**config.mk**
```make
export PLATFORM = sky130hd
export DESIGN_NAME = uart_tx_ctrl
export DESIGN_NICKNAME = d
export VERILOG_FILES = /design/src/rtl/uart_tx_ctrl.sv
export SDC_FILE = /design/constraint.sdc
export NUM_CORES = 1
export LEC_CHECK = 0
export ABC_AREA = 0
export CORE_MARGIN = 8
export CORE_UTILIZATION = 39
export DETAILED_ROUTE_END_ITERATION = 10
export HOLD_SLACK_MARGIN = 0.15
export PLACE_DENSITY = 0.65
export SLEW_MARGIN = 25
export SYNTH_ARGS = -nofsm -noshare
export SYNTH_HDL_FRONTEND = slang
export SYNTH_SLANG_ARGS = --single-unit
export TNS_END_PERCENT = 100
```
**constraint.sdc**
```tcl
create_clock -name clk -period 9.5 [get_ports clk]
set_clock_uncertainty 0.05 [all_clocks]
set_input_delay 2.85 -clock clk [delete_from_list [all_inputs] [get_ports clk]]
set_output_delay 2.85 -clock clk [all_outputs]
set_load 0.02 [all_outputs]
```
**src/rtl/uart_tx_ctrl.sv**
```systemverilog
// rtl/uart_tx_ctrl.sv - UART transmit controller: frame build, load/shift strobes, baud and bit timing
// Optional parity generation is compiled in by defining UART_TX_PARITY_EN.
module uart_tx_ctrl #(
   parameter int DIV_W = 19
) (
   input  logic             clk,
   input  logic             rst,
   input  logic             write,
   input  logic [7:0]       din,
   input  logic             eight,
   input  logic             pen,
   input  logic             ohel,
   input  logic [DIV_W-1:0] baud_div,
   output logic             tx_rdy,
   output logic             ld,
   output logic             sh,
   output logic [10:0]      d_out
);

   typedef enum logic [1:0] {IDLE, LOAD, SEND} state_t;

   state_t           state, state_nxt;
   logic [DIV_W-1:0] baud_cnt;
   logic [DIV_W-1:0] baud_lim;
   logic [3:0]       bit_cnt;
   logic             last_bit;
   logic             bit9, bit10;
   logic [10:0]      frame;

`ifdef UART_TX_PARITY_EN
   logic par;
   assign par   = (eight ? ^din : ^din[6:0]) ^ ohel;
   assign bit9  = eight ? din[7] : (pen ? par : 1'b1);
   assign bit10 = eight ? (pen ? par : 1'b1) : 1'b1;
`else
   logic unused_parity_cfg;
   assign unused_parity_cfg = pen ^ ohel;
   assign bit9  = eight ? din[7] : 1'b1;
   assign bit10 = 1'b1;
`endif

   assign frame = {bit10, bit9, din[6:0], 1'b0, 1'b1};

   // A zero divisor behaves like one; >= keeps the counter bounded if the divisor shrinks mid-frame.
   assign baud_lim = (baud_div == '0) ? '0 : baud_div - 1'b1;
   assign tx_rdy   = (state == IDLE);
   assign ld       = (state == LOAD);
   assign sh       = (state == SEND) && (baud_cnt >= baud_lim);
   assign last_bit = (bit_cnt == 4'd10);

   always_comb begin
      state_nxt = state;
      case (state)
         IDLE:    if (write) state_nxt = LOAD;
         LOAD:    state_nxt = SEND;
         SEND:    if (sh && last_bit) state_nxt = IDLE;
         default: state_nxt = IDLE;
      endcase
   end

   always_ff @(posedge clk or posedge rst) begin
      if (rst) begin
         state    <= IDLE;
         d_out    <= 11'h7FF;
         baud_cnt <= '0;
         bit_cnt  <= '0;
      end else begin
         state <= state_nxt;
         case (state)
            IDLE: begin
               if (write) d_out <= frame;
            end
            LOAD: begin
               baud_cnt <= '0;
               bit_cnt  <= '0;
            end
            SEND: begin
               if (sh) begin
                  baud_cnt <= '0;
                  bit_cnt  <= last_bit ? 4'd0 : bit_cnt + 4'd1;
               end else begin
                  baud_cnt <= baud_cnt + 1'b1;
               end
            end
            default: begin
               baud_cnt <= '0;
               bit_cnt  <= '0;
            end
         endcase
      end
   end

endmodule

```
==> run summary, run 1 <==
FF+latch count, synth: 34
CP arrival: 6280 ps
synthesized area per cell: 8.82 um2
clock slew seen by the registers of the worst setup and hold paths: 70 ps
Async SR Flop Fraction: 100%
Seq. cell area: 862 um2
Critical-path top delay cell: or4_4
Syn Inst Count: 285
number of port buffers: 42
area grow syn2layout: 29.0%
FF-to-FF path depth: 9
FILL cells: 600
DRC viols: 0
CP Buf/Inv Count: 2
RSZ-0062 raised after global routing: no
crit path time final: 9180 ps
DRT antenna net count: 0
WL per Instance: 13.2 um
initial antenna violation count: 0
CTS Buffer Depth: 2
Area after DPL: 3140 um2
core outline area: 6280 um2
r2r setup slk: 6410 ps
Tot Pwr: 461 uW
Main synth FF type: dfrtp_1
H-tree depth: 2
Final Util: 51.7%
fin area: 3240 um2
chip width: 96.3 um
Final Setup Violations: 0
pwr/cell area: 142 nW/um2
Cell variety after synth: 49
Area contributors post-synth: dfrtp_1, ha_1, dfstp_2
most frequent cells in the layout: clkdlybuf4s50_1, nand2_1, dfrtp_1
total die area: 9270 um2
Clk Tree Root Cell: clkbuf_8
yosys warns: 0
critical path's largest stage delay: 580 ps
WP data required: 6600 ps
Hold Crit Class: reg2reg
worst path cell trace: clkdlybuf4s50_1 -> or4_4 -> nor3_4 -> nand2_2 -> or4_4 -> nand2_1 -> ha_1 -> nand4_1 -> nor2_1 -> a311o_1 -> o31ai_2 -> and2_1 -> nor2_1 -> clkbuf_2
Leak: 1.47 nW
fin. max-slew vios: 0
HPWL Detailed: 4400 um
CTS tree: done
worst-margin pin slew: 724 ps
pre-CTS setup slack: -177 ps
RePlAce Congestion: 0.813
Worst R2R Start: baud_cnt[8]
hold_sp: d_out[1]
Max-Cap Viols: 0
Top Family by Delay on Critical Path: simple AND/OR/NAND/NOR gates
Die Ht: 96.3 um
top-area cell type share of the netlist area: 24.9%
biggest area consumer among synthesized cells: dfrtp_1
DR iter-0 viols: 93
ant diodes: 0
FP Rows: 29
clk sinks: 34
CTS buffer count: 5
TritonRoute pass-1 iters: 4
Post-synth EDFFs: 0
first-pass GRT wire length: 9430 um
largest net degree at the start of global routing: 30
fraction of layout cells with a size suffix above 1: 17.8%
Max transition margin: 51.6%
kind of critical path: in2out
status: finished, final reports clean
Seq/Total Area, Yosys: 34.3%
GRT Resource Usage Total: 12.6%
GRT overflow: 0
Crit Path Max Fanout: 8
Final nets: 404
fmax: 109 MHz
clk_lat worst skew: 280 ps
DR vias/cell: 5.31
commonest non-fill, non-tap cell in the layout: clkdlybuf4s50_1
Crit. End Element: output port
vias in the first global route: 2151
Final WS setup: 324 ps
crit share post-route: 96.6%
initial core utilization: 40.1%
CP startpoint kind: primary input
routed vias: 2260
Final Hold Vio Count: 0
multi-input logic area: 1550 um2
Post-Syn Area: 2510 um2
DRT Wirelength: 5630 um
Hold Crit Endpoint: d_out[1]
Worst R2R End: baud_cnt[14]
I/O pin total: 47
worst hold stages: 1
Peak VDD IR: 91.5 uV
registers in the layout (all words and copies together), names as in the netlist:
name      cells
bit_cnt       4
state         2
baud_cnt     19
d_out         9
how the worst max path moves through the flow:
| stage | cells past startpoint | end | start | slack [ps] |
|---|---|---|---|---|
| 6_report | 14 | sh | baud_div[3] | 320 |
| 5_1_grt | 14 | sh | baud_div[3] | 120 |
| 4_1_cts | 14 | sh | baud_div[3] | 80 |
| 3_5_place_dp | 14 | sh | baud_div[3] | -180 |
| 3_3_place_gp | 14 | sh | baud_div[3] | -160 |
| 2_1_floorplan | 15 | sh | baud_div[3] | 650 |
repair_timing:
action / CTS / global route
gates resized for setup: 2 / 2
pin swaps: 0 / 4
setup buffers: 0 / 2
endpoints found under the setup margin: 1 / 1
hold buffers: 0 / 0
power by group:
group / switching (mW) / internal (mW)
registers: 0.0341 / 0.175
logic: 0.0668 / 0.0751
clock network: 0.0525 / 0.0582
final cells by class:
type	instances	area share (%)
well taps	77	2.97
inverters	12	1.39
flip-flops and latches	34	26.6
repair buffers	66	18.3
multi-input cells	229	47.8
clock inverters	2	0.386
clock buffers	6	2.55
kinds of logic after synthesis:
| logic type | after synthesis | share of synthesized area (%) |
|---|---|---|
| other cells | 1 | 0.149 |
| compound gates | 51 | 13.9 |
| fa+ha+maj | 23 | 11.4 |
| xor+xnor | 17 | 5.92 |
| flops | 34 | 34.3 |
| buf+inv | 23 | 4.38 |
| mux | 8 | 3.58 |
| simple gates | 128 | 26.3 |
synth_stat cells (2+ instances only):
| master | number |
|---|---|
| nand4_1 | 5 |
| nor3b_1 | 2 |
| nand2b_1 | 3 |
| nand2_2 | 3 |
| or3_1 | 5 |
| or3_4 | 2 |
| o31ai_1 | 2 |
| a221o_1 | 2 |
| o311ai_0 | 6 |
| a21o_1 | 6 |
| nor4_1 | 6 |
| o21ai_0 | 11 |
| o22ai_1 | 2 |
| a22oi_1 | 2 |
| buf_6 | 2 |
| and3_1 | 3 |
| dfstp_2 | 9 |
| xor2_1 | 12 |
| clkbuf_1 | 6 |
| xnor2_1 | 5 |
| a21oi_1 | 8 |
| nor2_1 | 18 |
| nand3_1 | 18 |
| inv_1 | 12 |
| o21a_1 | 2 |
| nand2_1 | 40 |
| ha_1 | 23 |
| nor2b_1 | 2 |
| and2_1 | 4 |
| or4_4 | 2 |
| dfrtp_1 | 25 |
| mux2_2 | 8 |
| a211oi_1 | 2 |
| buf_4 | 2 |
| nor3_2 | 2 |
| nor3_1 | 10 |
per-stage QoR:
stage          setup TNS (ps)  cells  hold slack (ps)
6_report                    0    426              434
5_1_grt                     0    426              456
4_1_cts                     0    424              438
3_5_place_dp             -177    416              427
3_3_place_gp             -163    416              424
2_1_floorplan               0    286              414
routing by layer:
| metal | GRT usage, % | part of all wire [%] |
|---|---|---|
| met5 | 0 | 0 |
| met1 | 15.6 | 46 |
| met3 | 3.67 | 4.4 |
| met2 | 20.9 | 49 |
| met4 | 3.40 | 1.2 |
(Power assumes the default switching activity.)
==> run 2, diff against run 1 <==
Settings changed: CTS_CLUSTER_SIZE set to 24, PLACE_DENSITY 0.65 to 0.67.
Clock period 9.5 ns to 8 ns, I/O delays scaled along.
==> run summary, run 2 (synthesis results as in run 1) <==
RSZ-0062 raised after global routing: yes (was no)
number of port buffers: 42 (unchanged)
fin. max-slew vios: 0 (unchanged)
core outline area: 6280 um2 (unchanged)
Worst R2R Start: baud_cnt[4] (was baud_cnt[8])
CTS tree: done (unchanged)
routed vias: 2383 (was 2260)
vias in the first global route: 2280 (was 2151)
final std cells w/o fill: 442 (was 426)
DR iter-0 viols: 119 (was 93)
TritonRoute pass-1 iters: 4 (unchanged)
DRT antenna net count: 0 (unchanged)
Final Setup Violations: 0 (unchanged)
largest net degree at the start of global routing: 35 (was 30)
WL per Instance: 14.2 um (was 13.2 um)
HPWL Detailed: 4480 um (was 4400 um)
crit share post-route: 99.5%
CP startpoint kind: primary input (unchanged)
Leak: 1.59 nW (was 1.47 nW)
CTS Buffer Depth: 2 (unchanged)
first-pass GRT wire length: 10100 um (was 9430 um)
clock slew seen by the registers of the worst setup and hold paths: 70 ps (about the same)
kind of critical path: in2out (unchanged)
initial core utilization: 40.1% (unchanged)
setup TNS: 0 ps (unchanged)
Hold Crit Class: reg2reg (unchanged)
Top reg by flops: baud_cnt (unchanged)
FF-to-FF path depth: 9 (unchanged)
Hold Crit Endpoint: d_out[1] (unchanged)
commonest non-fill, non-tap cell in the layout: buf_4 (was clkdlybuf4s50_1)
Max transition margin: 50.6% (was 51.6%)
hold_buf cts: 0 (unchanged)
I/O pin total: 47 (unchanged)
GRT Resource Usage Total: 13.4% (was 12.6%)
Crit Path Max Fanout: 6 (was 8)
placed cell count: 428 (was 416)
status: finished, final reports clean (unchanged)
FP Rows: 29 (unchanged)
pwr/cell area: 174 nW/um2 (was 142 nW/um2)
H-tree depth: 2 (unchanged)
clk sinks: 34 (unchanged)
WP data required: 5550 ps (was 6600 ps)
chip width: 96.3 um (unchanged)
fmax: 126 MHz
FILL cells: 541 (was 600)
Tot Pwr: 618 uW (was 461 uW)
Final Hold Vio Count: 0 (unchanged)
max FFs per register: 19 (unchanged)
DR vias/cell: 5.39 (was 5.31)
clk_lat worst skew: 290 ps (was 280 ps)
worst hold stages: 1 (unchanged)
Peak VDD IR: 131 uV (was 91.5 uV)
GRT overflow: 0 (unchanged)
r2r setup slk: 4940 ps (was 6410 ps)
Max-Cap Viols: 0 (unchanged)
worst-margin pin slew: 739 ps (was 724 ps)
Die Ht: 96.3 um (unchanged)
crit path time final: 7960 ps
area grow syn2layout: 40.8% (was 29.0%)
CTS buffer count: 5 (unchanged)
fraction of layout cells with a size suffix above 1: 27.9% (was 17.8%)
Crit. End Element: output port (unchanged)
most frequent cells in the layout: buf_4, nand2_1, clkdlybuf4s50_1 (was clkdlybuf4s50_1, nand2_1, dfrtp_1)
total die area: 9270 um2 (unchanged)
Worst R2R End: baud_cnt[14] (unchanged)
Final nets: 420 (was 404)
hold_sp: d_out[1] (unchanged)
RePlAce Congestion: 0.778 (was 0.813)
ant diodes: 0 (unchanged)
Largest regs: baud_cnt: 19 flops, d_out: 9 flops, bit_cnt: 4 flops (unchanged)
Clk Tree Root Cell: clkbuf_8 (unchanged)
CP arrival: 5510 ps (was 6280 ps)
DRC viols: 0 (unchanged)
initial antenna violation count: 0 (unchanged)
DRT Wirelength: 6290 um (was 5630 um)
## run 2: what timing repair did
action	in CTS	in global routing
cloned	0	1
endpoints found under the setup margin	1	1
resized for setup	24	31
pin swaps	12	19
setup buffers	4	2
## run 2: stage by stage
step | area (um2) | hold WS [ps] | util [%] | setup WS [ps]
finish | 3540 | 437 | 56.4 | 42.6
global route | 3540 | 457 | 56.4 | -74.2
CTS | 3380 | 444 | 53.9 | 18.5
detailed placement | 3230 | 431 | 51.4 | -793
global placement | 3230 | 424 | 51.4 | -769
floorplan | 2520 | 414 | - | 50.9
## run 2: how the worst max path moves through the flow
stage / from / end / slack (ps) / cells past startpoint
after global placement: baud_div[3] / sh / -770 / 14
after CTS: baud_div[6] / sh / 20 / 15
after global routing: baud_div[6] / sh / -70 / 14
after detailed placement: baud_div[3] / sh / -790 / 14
after floorplan: baud_div[3] / sh / 50 / 15
final: baud_div[6] / sh / 40 / 14
## run 2: power by group
| part | switching, mW | leakage [nW] | internal, mW |
|---|---|---|---|
| sequential | 0.0422 | 0.419 | 0.207 |
| combinational | 0.0970 | 1.12 | 0.107 |
| clock | 0.0629 | 0.0585 | 0.102 |
| total | 0.202 | 1.59 | 0.416 |
## run 2: worst max-delay path, cell delays in order
cell and delay [ps]:
buf_6 90, or4_4 560, nor3_4 220, nand2_2 100
or4_4 590, nand2_4 120, ha_4 200, nand4_1 150
nor2_1 50, a311o_1 350, o31ai_4 300, and2_4 210
nor2_4 30, buf_6 130
## run 2: routing by layer
metal  vias to the layer above  part of all wire [%]  routed length, um  track usage [%]
met3                         4                   5.0                316             3.51
li1                       1184                     -                  -                -
met4                         0                  0.65                 41             3.40
met1                      1157                    44               2750             16.4
met5                         -                     0                  0                0
met2                        38                    51               3180             22.8
## run 2: area by class of cell
class / instances / area [um2] / area share [%]
Multi-Input combinational cell: 230 / 1720 / 48.6
Sequential cell: 34 / 862 / 24.3
Timing Repair Buffer: 81 / 701 / 19.8
Tap cell: 77 / 96.3 / 2.72
Clock buffer: 7 / 86.3 / 2.44
Inverter: 12 / 45.0 / 1.27
Clock inverter: 1 / 30.0 / 0.848
==> RTL edit: new RTL, config.mk and constraints of run 2 <==
Build with the macro `UART_TX_PARITY_EN` defined.
--- a/src/rtl/uart_tx_ctrl.sv
+++ b/src/rtl/uart_tx_ctrl.sv
@@ -2,2 +2,4 @@
 // Optional parity generation is compiled in by defining UART_TX_PARITY_EN.
+`define UART_TX_PARITY_EN
+
 module uart_tx_ctrl #(
Check against the original RTL: not equivalent (Yosys sat finds a counterexample within 4 cycles, from zero or initial values and one cycle with rst high).
==> RTL edit against run 2 <==
- critical path depth increased by 1
- cell area rose by 5.1%
- area after synthesis grew 6.3%
- routed wire length rose by 8.8%
- synthesized cell count grew 6.7%
- clock power fell by 13%
- sequential cell count up 1
- combinational power up 24%
- worst hold slack better by 8.1 ps
- worst setup slack got worse by 32 ps
- power increased by 8.5%
==> RTL edit: results (changes against run 2) <==
status: "finished clean"
relSlewSlack: 0.4594  # -0.04656
async_flop_share: 1.000  # unchanged
htree_levels: 2  # unchanged
slowest_delay_ps: 540  # -50 ps
port_buffers: 45  # +7.1%
p_int_w: 0.0004295  # +3.3%
dp.cells: 455  # +6.3%
gp_congestion: 0.7964  # +2.3%
synth_common_cells: "48 x nand2_1, 25 x dfrtp_1, 23 x ha_1"
grt_max_degree: 36  # +2.9%
signal_buffers: 87  # +7.4%
yosysSeqAreaShare: 0.3322  # -0.01054
ir_worst_vdd_v: 0.00009868  # -25%
hold_ws_ps: 445.1  # +8.083 ps
critPathSlowestCell: "or4_4"
clk_latency_ps: 290  # about the same
grt_usage: 0.1458  # +0.01179
yosysWarnings: 0  # unchanged
synthTopCellsByArea: "dfrtp_1 23%, ha_1 11%, dfstp_2 9.8%"
synth.distinct_cells: 53  # +8.2%
clkTransAtPathRegs_ps: 70  # about the same
synth_ff_type: "dfrtp_1"
wl_mm: 6.841  # +8.8%
multi_input_gates: 245  # +6.5%
nNetsFinal: 443  # +5.5%
worst-path-max-fanout: 5  # -1
critPathLaunchType: "input port"
vias: 2526  # +6.0%
clkbuf_count: 8  # +1
leakagePower_nw: 1.644  # +3.2%
worstPathArrival_ps: 5540  # +30 ps
cts_buffers: 5  # unchanged
reg2reg_slack_ps: 4950  # about the same
clockBufferDepth: 2  # unchanged
nFillCells: 604  # +12%
netlist_instances: 304  # +6.7%
dp_hpwl_mm: 5.277  # +18%
p_per_area_nw_per_um2: 180.2  # +3.3%
drtPass1Iterations: 4  # unchanged
buf_share: 0.2054  # +0.007637
drive_above_1_share: 0.2603  # -0.01914
grt_pass1_wl_mm: 11.78  # +17%
clock-sinks: 35  # +2.9%
wl_per_cell_um: 14.62  # +2.8%
cts_root_buf: "clkbuf_8"
antenna_found_initial: 0  # unchanged
regArea_um2: 888.4  # +3.0%
multi_input_area_share: 0.4889  # +0.002856
clk_share: 0.02690  # -0.005951
synth_nets: 360
drt_iter0_markers: 131  # +10%
inverters: 13  # +1
reg.largest.list: "baud_cnt x19, d_out x10, bit_cnt x4"
hp-class: "reg -> reg"
diodes: 0  # unchanged
-- RTL edit: changes by cell type in the layout (fill, tap and decap cells not counted), moves of 5 or more --
cell / delta
nand2_1: +9
clkdlybuf4s50_1: +6
nand4_1: +6
o21ai_0: -6
xnor2_1: +6
a22o_1: +5
-- RTL edit: repair_timing --
item	4_1_cts	5_1_grt
pin swaps	13	10
buffers inserted	2	2
gates resized for setup	35	7
cloned	1	0
setup endpoints to repair	1	1
-- RTL edit: cells by family after synthesis --
| family | after synthesis | share of synthesized area |
|---|---|---|
| buffers and inverters | 24 | 0.04211 |
| flip-flops | 35 | 0.3322 |
| other | 1 | 0.001402 |
| XOR/XNOR | 22 | 0.07206 |
| adder cells (fa/ha/maj) | 23 | 0.1076 |
| AO/OA/AOI/OAI | 54 | 0.1497 |
| AND/OR/NAND/NOR | 136 | 0.2574 |
| multiplexers | 9 | 0.03744 |
-- RTL edit: path summary, 6_finish.rpt --
kind	startpoint	end	depth (start not counted)
max in group asynchronous	rst	d_out[1]	3
setup reg to reg	baud_cnt[14]	baud_cnt[15]	9
hold reg to reg	d_out[1]	d_out[1]	1
setup / recovery	baud_div[8]	sh	15
hold / removal	d_out[1]	d_out[1]	1
min in group asynchronous	rst	bit_cnt[0]	3
-- RTL edit: worst max-delay path, delay by kind of cell --
family / cells / cell delay, ps
simple gates: 8 / 1890
buf+inv: 4 / 520
compound gates: 2 / 480
fa+ha+maj: 1 / 250
-- RTL edit: layer usage --
metal	vias to the layer above	GRT usage	part of all wire	wire length [µm]
li1	1279	-	-	-
met1	1221	0.1826	0.45	3060
met2	19	0.2458	0.52	3582
met3	7	0.02889	0.018	125
met4	0	0.04250	0.011	74
met5	-	0	0	0
-- RTL edit: power groups by stage --
stage / Clock, W / Combinational, W / Sequential [W]
finish: 0.000143 / 0.000253 / 0.000274
CTS: 0.000146 / 0.000247 / 0.000273
global route: 0.000158 / 0.000289 / 0.000284
detailed placement: 0 / 0.000237 / 0.000274
floorplan: 0 / 0.000164 / 0.000259
global placement: 0 / 0.000225 / 0.000275
-- RTL edit: per-stage QoR --
| step | utilization | power (W) | setup slack, ps | TNS [ps] | cell area, µm² |
|---|---|---|---|---|---|
| after floorplan | - | 0.0004230 | 9.640 | 0 | 2729 |
| after global routing | 0.5538 | 0.0007306 | -124.5 | -124.5 | 3721 |
| after CTS | 0.5469 | 0.0006664 | -122.7 | -122.7 | 3675 |
| after global placement | 0.5184 | 0.0004998 | -757.5 | -757.5 | 3483 |
| final | 0.5538 | 0.0006705 | 10.65 | 0 | 3721 |
| after detailed placement | 0.5184 | 0.0005109 | -816.1 | -816.1 | 3483 |
